File: src/rtl/inst_queue_if.sv
// Fetch-to-ID instruction queue bundle: enqueue side, dequeue side, flush and status.
// The queue takes the slave view; the fetch/backend environment takes the master view.
interface inst_queue_if #(
  parameter int unsigned DEPTH = 16,
  parameter int unsigned IW    = 32,
  parameter int unsigned PCW   = 32
);
  localparam int unsigned CW = $clog2(DEPTH) + 1;

  logic           flush;
  logic           enq_valid;
  logic           enq_ready;
  logic [IW-1:0]  enq_inst;
  logic [PCW-1:0] enq_pc;
  logic           enq_pred_taken;
  logic           deq_valid;
  logic           deq_ready;
  logic [IW-1:0]  deq_inst;
  logic [PCW-1:0] deq_pc;
  logic           deq_pred_taken;
  logic [CW-1:0]  count;
  logic           full;
  logic           empty;

  modport master (
    output flush, enq_valid, enq_inst, enq_pc, enq_pred_taken, deq_ready,
    input  enq_ready, deq_valid, deq_inst, deq_pc, deq_pred_taken, count, full, empty
  );

  modport slave (
    input  flush, enq_valid, enq_inst, enq_pc, enq_pred_taken, deq_ready,
    output enq_ready, deq_valid, deq_inst, deq_pc, deq_pred_taken, count, full, empty
  );
endinterface

File: src/rtl/inst_queue.sv
// Circular instruction queue decoupling fetch from ID; wrap-bit pointers,
// combinational head read, flush empties by snapping rptr to wptr.
module inst_queue #(
  parameter int unsigned DEPTH = 16,
  parameter int unsigned IW    = 32,
  parameter int unsigned PCW   = 32
) (
  input logic         clk,
  input logic         rst,
  inst_queue_if.slave q
);
  localparam int unsigned AW = $clog2(DEPTH);
  localparam int unsigned PW = AW + 1;

  typedef struct packed {
    logic [IW-1:0]  inst;
    logic [PCW-1:0] pc;
    logic           pred_taken;
  } entry_t;

  entry_t        mem [DEPTH];
  logic [PW-1:0] wptr;
  logic [PW-1:0] rptr;
  logic          full_c;
  logic          empty_c;
  logic          enq_fire;
  logic          deq_fire;
  entry_t        head;

  // Same index with opposite wrap bits means the writer is a full lap ahead.
  assign empty_c  = (wptr == rptr);
  assign full_c   = (wptr[AW-1:0] == rptr[AW-1:0]) && (wptr[AW] != rptr[AW]);
  assign enq_fire = q.enq_valid && q.enq_ready;
  assign deq_fire = q.deq_valid && q.deq_ready;
  assign head     = mem[rptr[AW-1:0]];

  assign q.enq_ready      = !full_c && !q.flush;
  assign q.deq_valid      = !empty_c;
  assign q.deq_inst       = head.inst;
  assign q.deq_pc         = head.pc;
  assign q.deq_pred_taken = head.pred_taken;
  assign q.count          = wptr - rptr;
  assign q.full           = full_c;
  assign q.empty          = empty_c;

  // Payload storage needs no reset; occupancy is governed by the pointers.
  always_ff @(posedge clk) begin
    if (rst && enq_fire) begin
      mem[wptr[AW-1:0]] <= '{inst: q.enq_inst, pc: q.enq_pc, pred_taken: q.enq_pred_taken};
    end
  end

  always_ff @(posedge clk) begin
    if (!rst) begin
      wptr <= '0;
      rptr <= '0;
    end else if (q.flush) begin
      rptr <= wptr;
    end else begin
      if (enq_fire) wptr <= wptr + PW'(1);
      if (deq_fire) rptr <= rptr + PW'(1);
    end
  end

  a_no_enq_full:  assert property (@(posedge clk) disable iff (!rst) !(enq_fire && full_c));
  a_no_deq_empty: assert property (@(posedge clk) disable iff (!rst) !(deq_fire && empty_c));
  a_count_bound:  assert property (@(posedge clk) disable iff (!rst) (32'(q.count) <= DEPTH));
endmodule
File: src/flat_wrapper.sv
// flat-port wrapper written by rule: the top's interface ports become plain ports
module inst_queue_flat 
#(
  parameter int unsigned DEPTH = 16,
  parameter int unsigned IW    = 32,
  parameter int unsigned PCW   = 32
)
  (clk, rst, q_flush, q_enq_valid, q_enq_inst, q_enq_pc, q_enq_pred_taken, q_deq_ready, q_enq_ready, q_deq_valid, q_deq_inst, q_deq_pc, q_deq_pred_taken, q_count, q_full, q_empty);
  inst_queue_if #(.DEPTH(DEPTH), .IW(IW), .PCW(PCW)) q_i ();
  input logic clk;
  input logic rst;
  input wire logic [$bits(q_i.flush)-1:0] q_flush;
  input wire logic [$bits(q_i.enq_valid)-1:0] q_enq_valid;
  input wire logic [$bits(q_i.enq_inst)-1:0] q_enq_inst;
  input wire logic [$bits(q_i.enq_pc)-1:0] q_enq_pc;
  input wire logic [$bits(q_i.enq_pred_taken)-1:0] q_enq_pred_taken;
  input wire logic [$bits(q_i.deq_ready)-1:0] q_deq_ready;
  output wire logic [$bits(q_i.enq_ready)-1:0] q_enq_ready;
  output wire logic [$bits(q_i.deq_valid)-1:0] q_deq_valid;
  output wire logic [$bits(q_i.deq_inst)-1:0] q_deq_inst;
  output wire logic [$bits(q_i.deq_pc)-1:0] q_deq_pc;
  output wire logic [$bits(q_i.deq_pred_taken)-1:0] q_deq_pred_taken;
  output wire logic [$bits(q_i.count)-1:0] q_count;
  output wire logic [$bits(q_i.full)-1:0] q_full;
  output wire logic [$bits(q_i.empty)-1:0] q_empty;
  assign q_i.flush = q_flush;
  assign q_i.enq_valid = q_enq_valid;
  assign q_i.enq_inst = q_enq_inst;
  assign q_i.enq_pc = q_enq_pc;
  assign q_i.enq_pred_taken = q_enq_pred_taken;
  assign q_i.deq_ready = q_deq_ready;
  assign q_enq_ready = q_i.enq_ready;
  assign q_deq_valid = q_i.deq_valid;
  assign q_deq_inst = q_i.deq_inst;
  assign q_deq_pc = q_i.deq_pc;
  assign q_deq_pred_taken = q_i.deq_pred_taken;
  assign q_count = q_i.count;
  assign q_full = q_i.full;
  assign q_empty = q_i.empty;
  inst_queue #(.DEPTH(DEPTH), .IW(IW), .PCW(PCW)) u_core (.clk(clk), .rst(rst), .q(q_i));
endmodule
File: config.mk
export PLATFORM = sky130hd
export DESIGN_NAME = inst_queue_flat
export DESIGN_NICKNAME = d
export VERILOG_FILES = /design/src/rtl/inst_queue_if.sv /design/src/rtl/inst_queue.sv /design/src/flat_wrapper.sv
export SDC_FILE = /design/constraint.sdc
export NUM_CORES = 1
export LEC_CHECK = 0
export BUFFER_PORTS_ARGS = -buffer_cell sky130_fd_sc_hd__buf_4
export CAP_MARGIN = 20
export CORE_MARGIN = 2
export CORE_UTILIZATION = 50
export DETAILED_ROUTE_END_ITERATION = 12
export PLACE_DENSITY_LB_ADDON = 0.1
export RECOVER_POWER = 25
export SLEW_MARGIN = 20
export SYNTH_ARGS = -nofsm -noshare
export SYNTH_HDL_FRONTEND = slang
export SYNTH_SLANG_ARGS = --single-unit
File: constraint.sdc
create_clock -name clk -period 22.8 [get_ports clk]
set_clock_uncertainty 0.05 [all_clocks]
set_input_delay 2.28 -clock clk [delete_from_list [all_inputs] [get_ports clk]]
set_output_delay 2.28 -clock clk [all_outputs]
set_load 0.01 [all_outputs]
==> results by group <==
Floorplanning
  – Die W: 286 um
  – Die extent in y: 286 um
  – Initial Util: 0.504
  – Core area: 78900 sq um
  – Top-level I/O count: 144
  – Die area: 81800 sq um
  – Std cell rows: 103

Yosys
  – Adder-cell share of the synthesized area: 0.00334
  – Largest family of logic cells by synthesized area: multiplexers
  – Cell count after synthesis: 1698
  – Compound-Gate Fraction of Synth Area: 0.0283
  – Post-synthesis xor/xnor area fraction: 0.00239
  – Ys flop type: edfxtp_1
  – Post-synth EDFFs: 1040
  – Simple-gate share of the synthesized area: 0.0118
  – Post-synthesis cell area: 39700 sq um
  – Synth cell types: 38
  – Ys async rst share: 0
  – Syn Area/Cell: 23.4 sq um
  – Post-synthesis mux area share: 0.148
  – Synth warn: 0
  – Area share of the largest cell type after synthesis: 0.786
  – Post-Syn Nets: 1778
  – Post-synth top area cell: edfxtp_1
  – Area contributors post-synth: edfxtp_1, mux4_2, a22oi_1, dfxtp_1, nand2_1
  – Synth top cells by count: edfxtp_1, mux4_2, a22oi_1, nand2_1, clkbuf_1
  – Seq/Total Area, Yosys: 0.793
  – Cell with the most instances after synthesis: edfxtp_1
  – Post-synthesis register bit count: 1054

STA
  – Min Hold Slack: 541 ps
  – Achievable frequency: 146 MHz
  – Slew headroom: 0.303
  – Final Hold Vio Count: 0
  – Fin crit share: 0.301
  – Tmin final: 6860 ps
  – RSZ-0062 raised after global routing: no
  – Setup_tns: 0 ps
  – Worst Tran Pin Value: 1040 ps
  – Finish-stage setup viols: 0
  – Max Slew Vio Count: 0
  – Final worst setup slack: 15940 ps

Place
  – Setup WS pre-CTS: 16400 ps
  – Hpwl dp: 43.7 mm
  – Final Wtd Congestion: 0.724
  – Port Buffers: 143
  – Dpl cell area: 42100 sq um

Clock tree
  – CTS Buffer Depth: 3
  – Worst-path clk slew: 60 ps
  – Clock latency on the worst-skew pair: 640 ps
  – Post-CTS Setup Bufs: 0
  – Root Buffer: clkbuf_16
  – Cts hold-fix bufs: 0
  – Clk sinks: 1054
  – CTS Buf Count: 108
  – CTS tree: built
  – Post-CTS Resized: 0
  – Max H-tree Level: 3

Detailed routing
  – Drt wl/cell: 29.1 um
  – Drt via density: 6.03
  – Wirelength, routed: 88.8 mm
  – Remaining DRCs: 0
  – Antenna-violating nets left: 0
  – Router iterations before antenna repair: 5
  – Vias: 18400
  – DRT iter0 DRCs: 1788

Global routing
  – Total gr overflow: 0
  – Vias in the first global route: 19400
  – First-pass GRT wire length: 130 mm
  – Pin count of the biggest net entering global routing: 139
  – Initial antenna violation count: 10
  – Total GRT Usage: 0.220

Worst hold path
  – Min-delay src: u_core.wptr[4]
  – Hold path cells: 2
  – Worst Hold End: u_core.rptr[4]
  – Worst Hold Class: reg2reg

Worst setup path
  – Critical path required time: 20470 ps
  – Crit end category: output pin
  – Worst flop-to-flop path startpoint: u_core.wptr[2]
  – Worst path arrival time: 4530 ps
  – Setup crit start kind: flip-flop
  – R2r setup slk: 18580 ps
  – CP Class: reg2out
  – Crit path max fanout: 47
  – Worst R2R Path Depth: 6
  – Worst r2r dst: u_core.mem[7][36]

Final layout
  – Area growth syn-to-layout: 14.6%
  – Final nets: 1984
  – Layout cells sized above 1: 0.295
  – Multi-input logic area: 7830 sq um
  – Filler cell count: 5838
  – Register area: 31500 sq um
  – Final Util: 0.577
  – Finished Cell Area: 45500 sq um

Outcome
  – Outcome: completed

Power
  – PwrDens: 90.9 nW/um^2
  – Worst VDD drop: 0.0703 mV
  – P_leak: 14.1 nW

Job
  – Max Cap Viol: 0
[where the power goes]
part | leakage (nW) | switching (mW) | total, mW | internal (mW)
clock | 1.75 | 0.720 | 1.75 | 1.03
sequential | 9.47 | 0.0103 | 2.15 | 2.14
combinational | 2.90 | 0.129 | 0.242 | 0.112
[metrics by stage]
| stage | cells | power [mW] |
|---|---|---|
| after floorplan | 1698 | 2.34 |
| after global placement | 2842 | 2.43 |
| after detailed placement | 2842 | 2.44 |
| after CTS | 3044 | 4.18 |
| after global routing | 3047 | 4.27 |
| final | 3048 | 4.14 |
[how the worst max path moves through the flow]
stage           startpoint          endpoint  cells after the start
2_1_floorplan  q_enq_valid  u_core.mem[0][0]                      4
3_3_place_gp     flip-flop      q_deq_pc[18]                      6
3_5_place_dp     flip-flop      q_deq_pc[26]                      6
4_1_cts          flip-flop      q_deq_pc[26]                      6
5_1_grt          flip-flop      q_deq_pc[18]                      6
6_report         flip-flop      q_deq_pc[18]                      6
[cell usage in the layout, fill, tap and decap left out, types with 3 or more instances in the layout]
cell type	instances
clkinv_2	26
clkinv_4	3
mux4_2	260
a21oi_1	7
nor3_2	4
bufinv_16	13
a22oi_1	130
inv_1	10
clkbuf_1	59
nor4_2	4
ha_1	9
edfxtp_1	1040
nor2_4	9
and2_1	4
xnor2_1	8
buf_4	133
dfxtp_1	12
clkinv_1	28
clkinvlp_4	7
clkbuf_16	111
o21ai_0	7
nand2_1	72
[flip-flops by register name, summed over array words and instances (netlist names), named ones only]
register / count
u_core.mem: 1040
u_core.wptr: 5
u_core.rptr: 5
[routing by layer]
layer	global-route usage	vias to the layer above	share of wire
li1	-	7708	-
met1	0.318	9938	0.43
met2	0.355	600	0.49
met3	0.0402	107	0.066
met4	0.0526	12	0.016
met5	0	-	0.00090
[critical path, stage by stage (launching register included)]
cell and delay, ps:
dfxtp_4 990, buf_4 850, buf_4 850, mux4_2 600, a22oi_1 210, nand2_1 150, buf_4 170
[final cells by class]
cell class | count | share of cell area
timing repair buffer | 186 | 0.0277
inverter | 11 | 0.000907
sequential | 1054 | 0.692
tap | 1050 | 0.0288
clock inverter | 81 | 0.0167
antenna | 2 | 0.000110
clock buffer | 121 | 0.0618
multi-input combinational | 543 | 0.172
[cell families (layout without fill, tap and decap cells)]
kind of cell             Yosys count  after routing
buffers and inverters            101            399
XOR/XNOR                          10             10
AND/OR/NAND/NOR                  108            108
AO/OA/AOI/OAI                    153            153
multiplexers                     262            262
adder cells (fa/ha/maj)           10             10
other                              0              2
flip-flops                      1054           1054
No activity file was read; power rests on OpenSTA's default activity.
